--- src/rtl/fft_burst_arbiter.sv ---
// Round-robin, frame-at-a-time sharing of one burst FFT/IFFT core between two streaming requesters.
// Define FFT_ARB_STATS_EN to add per-port completed-job counters (job_cnt0/job_cnt1).
module fft_burst_arbiter #(
   parameter int unsigned DATA_WIDTH = 16,
   parameter int unsigned ADDR_WIDTH = 9
) (
   input  logic                      clk,
   input  logic                      rst,
   input  logic [4:0]                rq0_cfg,
   input  logic [4:0]                rq1_cfg,
   input  logic                      s0_valid,
   input  logic                      s0_last,
   input  logic [2*DATA_WIDTH-1:0]   s0_data,
   output logic                      s0_ready,
   input  logic                      s1_valid,
   input  logic                      s1_last,
   input  logic [2*DATA_WIDTH-1:0]   s1_data,
   output logic                      s1_ready,
   output logic                      m0_valid,
   output logic                      m0_last,
   output logic [2*DATA_WIDTH-1:0]   m0_data,
   output logic [ADDR_WIDTH:0]       m0_user,
   input  logic                      m0_ready,
   output logic                      m1_valid,
   output logic                      m1_last,
   output logic [2*DATA_WIDTH-1:0]   m1_data,
   output logic [ADDR_WIDTH:0]       m1_user,
   input  logic                      m1_ready,
   output logic                      core_cfg_valid,
   output logic [23:0]               core_cfg_data,
   input  logic                      core_cfg_ready,
   output logic                      core_s_valid,
   output logic                      core_s_last,
   output logic [2*DATA_WIDTH-1:0]   core_s_data,
   input  logic                      core_s_ready,
   input  logic                      core_m_valid,
   input  logic                      core_m_last,
   input  logic [2*DATA_WIDTH-1:0]   core_m_data,
   input  logic [ADDR_WIDTH:0]       core_m_user,
   output logic                      core_m_ready,
   output logic                      busy,
   output logic                      owner
`ifdef FFT_ARB_STATS_EN
   ,output logic [15:0]              job_cnt0
   ,output logic [15:0]              job_cnt1
`endif
);

   localparam int unsigned CFG_W      = 5;
   localparam int unsigned CORE_CFG_W = 24;

   typedef enum logic [1:0] {IDLE, CFG, LOAD, UNLOAD} state_t;

   state_t           state_q, state_d;
   logic             owner_q, owner_d;
   logic [CFG_W-1:0] cfg_q, cfg_d;
   logic             grant_c;
   logic             load_done_c;
   logic             job_done_c;

   // Datapath steering: only the owner sees the core, and only in its phase.
   always_comb begin
      core_cfg_valid = (state_q == CFG);
      core_cfg_data  = {(CORE_CFG_W-CFG_W)'(0), cfg_q};
      busy           = (state_q != IDLE);
      owner          = owner_q;
      core_s_valid   = 1'b0;
      core_s_last    = 1'b0;
      core_s_data    = '0;
      core_m_ready   = 1'b0;
      s0_ready       = 1'b0;
      s1_ready       = 1'b0;
      m0_valid       = 1'b0;
      m0_last        = 1'b0;
      m0_data        = '0;
      m0_user        = '0;
      m1_valid       = 1'b0;
      m1_last        = 1'b0;
      m1_data        = '0;
      m1_user        = '0;
      if (state_q == LOAD) begin
         if (owner_q) begin
            core_s_valid = s1_valid;
            core_s_last  = s1_last;
            core_s_data  = s1_data;
            s1_ready     = core_s_ready;
         end else begin
            core_s_valid = s0_valid;
            core_s_last  = s0_last;
            core_s_data  = s0_data;
            s0_ready     = core_s_ready;
         end
      end
      if (state_q == UNLOAD) begin
         if (owner_q) begin
            m1_valid     = core_m_valid;
            m1_last      = core_m_last;
            m1_data      = core_m_data;
            m1_user      = core_m_user;
            core_m_ready = m1_ready;
         end else begin
            m0_valid     = core_m_valid;
            m0_last      = core_m_last;
            m0_data      = core_m_data;
            m0_user      = core_m_user;
            core_m_ready = m0_ready;
         end
      end
      load_done_c = (state_q == LOAD) & core_s_valid & core_s_ready & core_s_last;
      job_done_c  = (state_q == UNLOAD) & core_m_valid & core_m_ready & core_m_last;
   end

   // Job sequencing; on contention the port that did not go last wins.
   always_comb begin
      state_d = state_q;
      owner_d = owner_q;
      cfg_d   = cfg_q;
      grant_c = (s0_valid & s1_valid) ? ~owner_q : s1_valid;
      case (state_q)
         IDLE: begin
            if (s0_valid | s1_valid) begin
               owner_d = grant_c;
               cfg_d   = grant_c ? rq1_cfg : rq0_cfg;
               state_d = CFG;
            end
         end
         CFG:     if (core_cfg_ready) state_d = LOAD;
         LOAD:    if (load_done_c)    state_d = UNLOAD;
         UNLOAD:  if (job_done_c)     state_d = IDLE;
         default: state_d = IDLE;
      endcase
   end

   always_ff @(posedge clk or posedge rst) begin
      if (rst) begin
         state_q <= IDLE;
         owner_q <= 1'b1;
         cfg_q   <= '0;
      end else begin
         state_q <= state_d;
         owner_q <= owner_d;
         cfg_q   <= cfg_d;
      end
   end

`ifdef FFT_ARB_STATS_EN
   logic [15:0] job_cnt0_q, job_cnt0_d;
   logic [15:0] job_cnt1_q, job_cnt1_d;

   always_comb begin
      job_cnt0_d = job_cnt0_q;
      job_cnt1_d = job_cnt1_q;
      if (job_done_c) begin
         if (owner_q) job_cnt1_d = job_cnt1_q + 16'd1;
         else         job_cnt0_d = job_cnt0_q + 16'd1;
      end
   end

   always_ff @(posedge clk or posedge rst) begin
      if (rst) begin
         job_cnt0_q <= '0;
         job_cnt1_q <= '0;
      end else begin
         job_cnt0_q <= job_cnt0_d;
         job_cnt1_q <= job_cnt1_d;
      end
   end

   assign job_cnt0 = job_cnt0_q;
   assign job_cnt1 = job_cnt1_q;
`endif

endmodule

--- config.mk ---
export PLATFORM = sky130hd
export DESIGN_NAME = fft_burst_arbiter
export DESIGN_NICKNAME = d
export VERILOG_FILES = /design/src/rtl/fft_burst_arbiter.sv
export SDC_FILE = /design/constraint.sdc
export NUM_CORES = 1
export LEC_CHECK = 0
export CORE_AREA = 4 4 106 108
export CTS_CLUSTER_DIAMETER = 200
export DETAILED_ROUTE_END_ITERATION = 12
export DIE_AREA = 0 0 110 112
export GPL_ROUTABILITY_DRIVEN = 0
export PLACE_DENSITY = 0.74
export SYNTH_ARGS = -nofsm -noshare
export SYNTH_HDL_FRONTEND = slang
export SYNTH_SLANG_ARGS = --single-unit
--- constraint.sdc ---
create_clock -name clk -period 5.1 [get_ports clk]
set_input_delay 0.51 -clock clk [delete_from_list [all_inputs] [get_ports clk]]
set_output_delay 0.51 -clock clk [all_outputs]
set_load 0.01 [all_outputs]
==> impl_metrics.json, run 1 <==
{
  "grt_util_met2": 0.288,
  "yosysUniqueCellTypes": 28,
  "first_global_vias": 2545,
  "track_usage": 0.147,
  "syn-cell-area_sq_um": 1850,
  "critPathMaxFanout": 47,
  "clk_latency_ps": 230,
  "rows": 37,
  "async_reset_ff_frac": 1.00,
  "worst_ep_arrival_time_ps": 2980,
  "die_h_um": 112,
  "post-synth-top-count-cell": "and3_1",
  "crit_path_top_delay_cell": "nor2b_2",
  "power_density_nw_per_um2": 358,
  "cts_resized": 0,
  "timing_hold_violations_final": 0,
  "cts.sink_count": 8,
  "setup_violations": 0,
  "post_drt_via_cell_ratio": 4.11,
  "outcome": "finished clean",
  "cts_made_buffers": 3,
  "maxSlewHeadroom": 0.196,
  "yosys.area_share.simple": 0.453,
  "worstSetupPathType": "reg2out",
  "port_buf_inserts": 260,
  "holdBufCountCts": 0,
  "routed_wl_mm": 10.2,
  "achievable-frequency_ghz": 0.286,
  "initial_core_util": 0.181,
  "largest_net_degree_at_the_start_of_global_routing": 55,
  "placed_area_sq_um": 4460,
  "ys_seq_area_frac": 0.109,
  "cp.buffers_inverters": 2,
  "synthesis_to_layout_area_growth_pct": 143,
  "ir_worst_vdd_uv": 354,
  "htree_num_levels": 1,
  "use_met3": 0.0180,
  "fp.coreArea_sq_um": 10200,
  "p_leak_nw": 1.99,
  "grt_antenna_before_repair": 0,
  "critical_path.endpoint_type": "output port",
  "post-route-util": 0.440,
  "synth-xor-area-share": 0,
  "netlist.top_cell.by_area": "mux2i_1",
  "max_slew.worst_pin.slew_ps": 1200,
  "critical_path.top_delay_family": "simple AND/OR/NAND/NOR gates",
  "rsz_0062_raised_after_global_routing": "no",
  "fillerInstances": 1014,
  "layout_worst_path_cycle_share": 0.685,
  "route.detailed.drc": 0,
  "synth_compound_area_frac": 0.0425,
  "critical_path.startpoint_type": "flip-flop",
  "clkSlewWorstSetupHoldPaths_ps": 40,
  "layout.cell_area.non_filler_sq_um": 4500,
  "final_nets": 625,
  "yosysWarningCount": 0,
  "die-area_sq_um": 12300,
  "layout_setup_ws_ps": 1610,
  "critical_path_required_ps": 4590,
  "grt_first_pass_wirelength_mm": 14.3,
  "timing.critical_path.cells": "ha_1 > buf_4 > nor2b_2 > and2_1 > clkdlybuf4s50_1",
  "post_synth_fa_ha_maj_area_fraction": 0.0270,
  "number_of_top_level_design_ports": 280,
  "globalRouteOverflowTotal": 0,
  "globalRouteMet1Util": 0.163,
  "finalClockSkew_ps": 0.379,
  "worst_path_largest_cell_delay_ps": 1020,
  "synthDominantCellAreaShare": 0.216,
  "synth-seq-cells": 8,
  "cts_root_buf": "clkbuf_8",
  "dr_total_vias": 2583,
  "clock_tree_from_tritoncts": "built",
  "totalNegativeSetupSlack_ps": 0,
  "number_of_synthesized_flops_with_an_enable_pin": 0,
  "die_width_um": 110,
  "detailedRoute.firstIterationViolations": 131,
  "detailedPlacementHpwl_mm": 8.68,
  "postCtsSetupRepairBufs": 0,
  "synth_top_family_by_area": "simple AND/OR/NAND/NOR gates",
  "synthFlopType": "dfrtp_1",
  "wl_per_cell_um": 16.2,
  "finalCriticalPeriod_ps": 3490,
  "preCtsSetupSlack_ps": 1840,
  "maxCapViolations": 0,
  "antennaDiodeCount": 0,
  "detail_route.first_pass.iterations": 5,
  "synth_common_cells": "and3_1 (45), and2_1 (44), mux2i_1 (40)",
  "grt-busiest-layer": "met2",
  "syn-instance-count": 250,
  "hold_path_class": "reg2reg",
  "share_of_cell_area_taken_by_muxes_after_synthesis": 0.222,
  "drive_above_1_share": 0.0183,
  "postSynthAreaPerCell_sq_um": 7.42,
  "cts_buffer_depth": 2,
  "timing_max_transition_violations_final": 0,
  "yosys-top-cells-area": "mux2i_1 (22%), and3_1 (15%), and2_1 (15%)",
  "ant_nets": 0,
  "hold_ws_ps": 484
}
[area by class of cell]
class | count | area, sq um | area share
tap | 136 | 170 | 0.0378
multi-input combinational | 213 | 1450 | 0.322
sequential | 8 | 201 | 0.0447
inverter | 5 | 18.8 | 0.00417
timing repair buffer | 262 | 2620 | 0.581
clock buffer | 4 | 45.0 | 0.0100
[layout by cell type (no fill, tap or decap)]
cell	count
dfstp_2	1
dfrtp_1	7
and2b_1	2
clkbuf_1	1
a21oi_1	1
a31oi_1	1
o21ai_0	6
and3_1	45
o31ai_2	1
nand2b_1	1
ha_1	4
nor2b_2	1
clkbuf_8	3
a21boi_2	1
buf_4	2
a32oi_1	1
o21ai_1	1
nor2_1	2
or3_1	1
conb_1	19
nand4_1	1
clkdlybuf4s50_1	260
mux2i_1	40
nor2b_1	33
inv_1	5
mux2_1	1
nand2_1	7
and2_1	44
[stage by stage]
step	std cells	power (W)
6_report	628	0.00161
5_1_grt	628	0.00173
4_1_cts	628	0.00163
3_5_place_dp	624	0.00155
3_3_place_gp	624	0.00152
2_1_floorplan	268	0.000842
[report_power, final]
part | internal (W) | switching (W)
Combinational | 0.000777 | 0.000585
Sequential | 0.000101 | 0.0000697
Clock | 0.0000544 | 0.0000270
[tightest hold or removal path, delay by kind of cell (launching register included)]
family           cells  cell delay, ps
AO/OA/AOI/OAI        1              60
AND/OR/NAND/NOR      1              50
flip-flops           1             340
[worst paths after layout]
path                                         from                      to  slack (ps)  cells after the start
max                        state_q[1]$_DFFE_PP0P_             m0_data[19]        1610                      5
min                          cfg_q[2]$_DFFE_PP0P_    cfg_q[2]$_DFFE_PP0P_         480                      2
max reg2reg                     owner$_DFFE_PP1P_  state_q[1]$_DFFE_PP0P_        2890                      4
min reg2reg                  cfg_q[2]$_DFFE_PP0P_    cfg_q[2]$_DFFE_PP0P_         480                      2
max in group asynchronous                     rst       owner$_DFFE_PP1P_        4270                      2
min in group asynchronous                     rst    cfg_q[3]$_DFFE_PP0P_         540                      2
[sequential cells by signal, indices dropped and copies added, names as in the netlist]
name     cells
cfg_q        5
state_q      2
owner        1
[per-layer routing]
layer  routed length, um  part of all wire
met1                3640              0.36
met2                5510              0.54
met3                 837             0.082
met4                 177             0.017
met5                   0                 0
[logic make-up (layout without fill, tap and decap cells)]
logic type / count (synthesis) / count (layout)
muxes: 41 / 41
buffers and inverters: 47 / 271
adders and majority gates: 4 / 4
other: 1 / 19
AOI/OAI and AO/OA: 12 / 12
and+or+nand+nor: 137 / 137
DFF: 8 / 8
(Power assumes the default switching activity.)
==> inputs of run 2 (changes only) <==
==> config.mk (replaced) <==
export PLATFORM = sky130hd
export DESIGN_NAME = fft_burst_arbiter
export DESIGN_NICKNAME = d
export VERILOG_FILES = /design/src/rtl/fft_burst_arbiter.sv
export SDC_FILE = /design/constraint.sdc
export NUM_CORES = 1
export LEC_CHECK = 0
export CORE_AREA = 4 4 107 109
export CTS_CLUSTER_DIAMETER = 200
export DETAILED_ROUTE_END_ITERATION = 12
export DIE_AREA = 0 0 111 113
export GPL_ROUTABILITY_DRIVEN = 0
export PLACE_DENSITY = 0.73
export SYNTH_ARGS = -nofsm -noshare
export SYNTH_HDL_FRONTEND = slang
export SYNTH_SLANG_ARGS = --single-unit
==> constraint.sdc (replaced) <==
create_clock -name clk -period 3.39 [get_ports clk]
set_input_delay 0.339 -clock clk [delete_from_list [all_inputs] [get_ports clk]]
set_output_delay 0.339 -clock clk [all_outputs]
set_load 0.01 [all_outputs]
==> run 2 against run 1 <==
Final cell count grew 0.96%; sequential power rose by 59%; largest power group unchanged; highest routed layer unchanged; setup slack worse by 1200 ps; sequential cell count unchanged; cell area grew 0.53%; critical path type unchanged; non-clock buffer count rose by 2; count of clock-buffer cells in the layout unchanged.
==> impl_metrics.json, run 2 (synthesized netlist as in run 1, its figures left out) <==
{
  "cts_resized": 0,
  "ir_worst_vdd_uv": 383,
  "worst_path_largest_cell_delay_ps": 970,
  "worstSetupPathType": "reg2out",
  "timing.critical_path.cells": "nor2b_2 > and2_1 > clkdlybuf4s50_1",
  "power.combinational.fraction": 0.840,
  "wl_per_cell_um": 15.1,
  "htree_num_levels": 1,
  "max_flop_register": "cfg_q",
  "route.detailed.drc": 0,
  "holdBufCountCts": 0,
  "placed_area_sq_um": 4480,
  "antennaDiodeCount": 0,
  "post_drt_via_cell_ratio": 4.03,
  "dr_total_vias": 2554,
  "post-route-util": 0.427,
  "clkSlewWorstSetupHoldPaths_ps": 40,
  "hold_path_class": "in2async",
  "max_reg_flops": 5,
  "maxSlewHeadroom": 0.194,
  "final_nets": 627,
  "grt_first_pass_wirelength_mm": 14.4,
  "detailedPlacementHpwl_mm": 8.21,
  "critPathMaxFanout": 57,
  "setup_violations": 0,
  "rows": 38,
  "cts_made_buffers": 3,
  "swShare": 0.419,
  "outcome": "finished clean",
  "rsz_0062_raised_after_global_routing": "no",
  "port_buf_inserts": 260,
  "detail_route.first_pass.iterations": 4,
  "preCtsSetupSlack_ps": 617,
  "drive_above_1_share": 0.0223,
  "power.share.sequential": 0.111,
  "final_cell_mix": "clkdlybuf4s50_1 (260), and3_1 (45), and2_1 (44), mux2i_1 (40), nor2b_1 (33)",
  "first_global_vias": 2606,
  "layout_worst_path_cycle_share": 0.880,
  "finalCriticalPeriod_ps": 2980,
  "cp.buffers_inverters": 1,
  "clock_tree_from_tritoncts": "built",
  "critical_path.top_delay_family": "simple AND/OR/NAND/NOR gates",
  "clk_latency_ps": 230,
  "totalNegativeSetupSlack_ps": 0,
  "die_width_um": 111,
  "postCtsSetupRepairBufs": 0,
  "power_density_nw_per_um2": 539,
  "routed_wl_mm": 9.61,
  "layout_setup_ws_ps": 407,
  "globalRouteOverflowTotal": 0,
  "detailedRoute.firstIterationViolations": 90,
  "crit_path_top_delay_cell": "nor2b_2",
  "ant_nets": 0,
  "critical_path.startpoint_type": "flip-flop",
  "initial_core_util": 0.175,
  "achievable-frequency_ghz": 0.335,
  "synthesis_to_layout_area_growth_pct": 144,
  "power.total_w": 0.00244,
  "clkPwrFrac": 0.049,
  "die-area_sq_um": 12500,
  "total_switching_power_w": 0.00102,
  "number_of_top_level_design_ports": 280,
  "largest_net_degree_at_the_start_of_global_routing": 58,
  "final_common_cell": "clkdlybuf4s50_1",
  "fp.coreArea_sq_um": 10600,
  "critical_path_required_ps": 3050,
  "track_usage": 0.139,
  "timing_max_transition_violations_final": 0,
  "cts_buffer_depth": 2,
  "critical_path.endpoint_type": "output port",
  "grt_antenna_before_repair": 0,
  "die_h_um": 113,
  "timing_hold_violations_final": 0,
  "max_slew.worst_pin.slew_ps": 1200,
  "fillerInstances": 1035,
  "maxCapViolations": 0,
  "internal_power_w": 0.00142,
  "cts_root_buf": "clkbuf_8",
  "p_leak_nw": 2.00,
  "finalClockSkew_ps": 4.75,
  "worst_ep_arrival_time_ps": 2640,
  "cts.sink_count": 8,
  "layout.cell_area.non_filler_sq_um": 4530
}
## run 2: cell types whose count changed in the layout (fill, tap and decap cells not counted), sizes merged
cell  before  now
buf        2    4
## run 2: worst paths after layout
kind,from,to,slack [ps],cells after the start
worst max-delay path,owner$_DFFE_PP1P_,m0_data[31],410,3
worst min register to register,cfg_q[0]$_DFFE_PP0P_,cfg_q[0]$_DFFE_PP0P_,480,2
max in group asynchronous,rst,owner$_DFFE_PP1P_,2730,2
worst min-delay path,rst,cfg_q[4]$_DFFE_PP0P_,370,2
worst max register to register,owner$_DFFE_PP1P_,state_q[1]$_DFFE_PP0P_,1250,4
min in group clk,cfg_q[0]$_DFFE_PP0P_,cfg_q[0]$_DFFE_PP0P_,480,2
## run 2: layer usage
layer | track usage | wire length (um) | vias to the layer above
met4 | 0.0172 | 31 | 0
li1 | - | - | 1279
met2 | 0.274 | 5160 | 122
met1 | 0.161 | 3710 | 1149
met3 | 0.0225 | 704 | 4
met5 | 0 | 0 | -
## run 2: layout make-up
cell class                 count  area (sq um)  share of cell area
multi-input combinational    213          1450               0.321
sequential                     8           205              0.0453
tap                          140           175              0.0387
timing repair buffer         264          2630               0.581
clock buffer                   4          45.0             0.00995
inverter                       5          18.8             0.00414
## run 2: power by group through the flow
stage	clock network [W]	logic (W)	registers (W)
2_1_floorplan	0	0.00107	0.000194
3_3_place_gp	0	0.00204	0.000271
3_5_place_dp	0	0.00207	0.000275
6_report	0.000120	0.00205	0.000271
5_1_grt	0.000128	0.00221	0.000290
4_1_cts	0.000123	0.00208	0.000274
## run 2: through the flow
step / instances / hold slack (ps)
floorplan: 268 / 154
global placement: 630 / 474
detailed placement: 630 / 474
CTS: 634 / 382
global route: 634 / 415
finish: 634 / 370
==> inputs of run 3 (changes only) <==
--- a/config.mk
+++ b/config.mk
@@ -5,6 +5,7 @@
 export SDC_FILE = /design/constraint.sdc
 export NUM_CORES = 1
 export LEC_CHECK = 0
+export ABC_CLOCK_PERIOD_IN_PS = 3390
 export CORE_AREA = 4 4 107 109
 export CTS_CLUSTER_DIAMETER = 200
 export DETAILED_ROUTE_END_ITERATION = 12
==> results of run 3 <==
No change in the layout: final DEF, timing and power equal those of run 2.
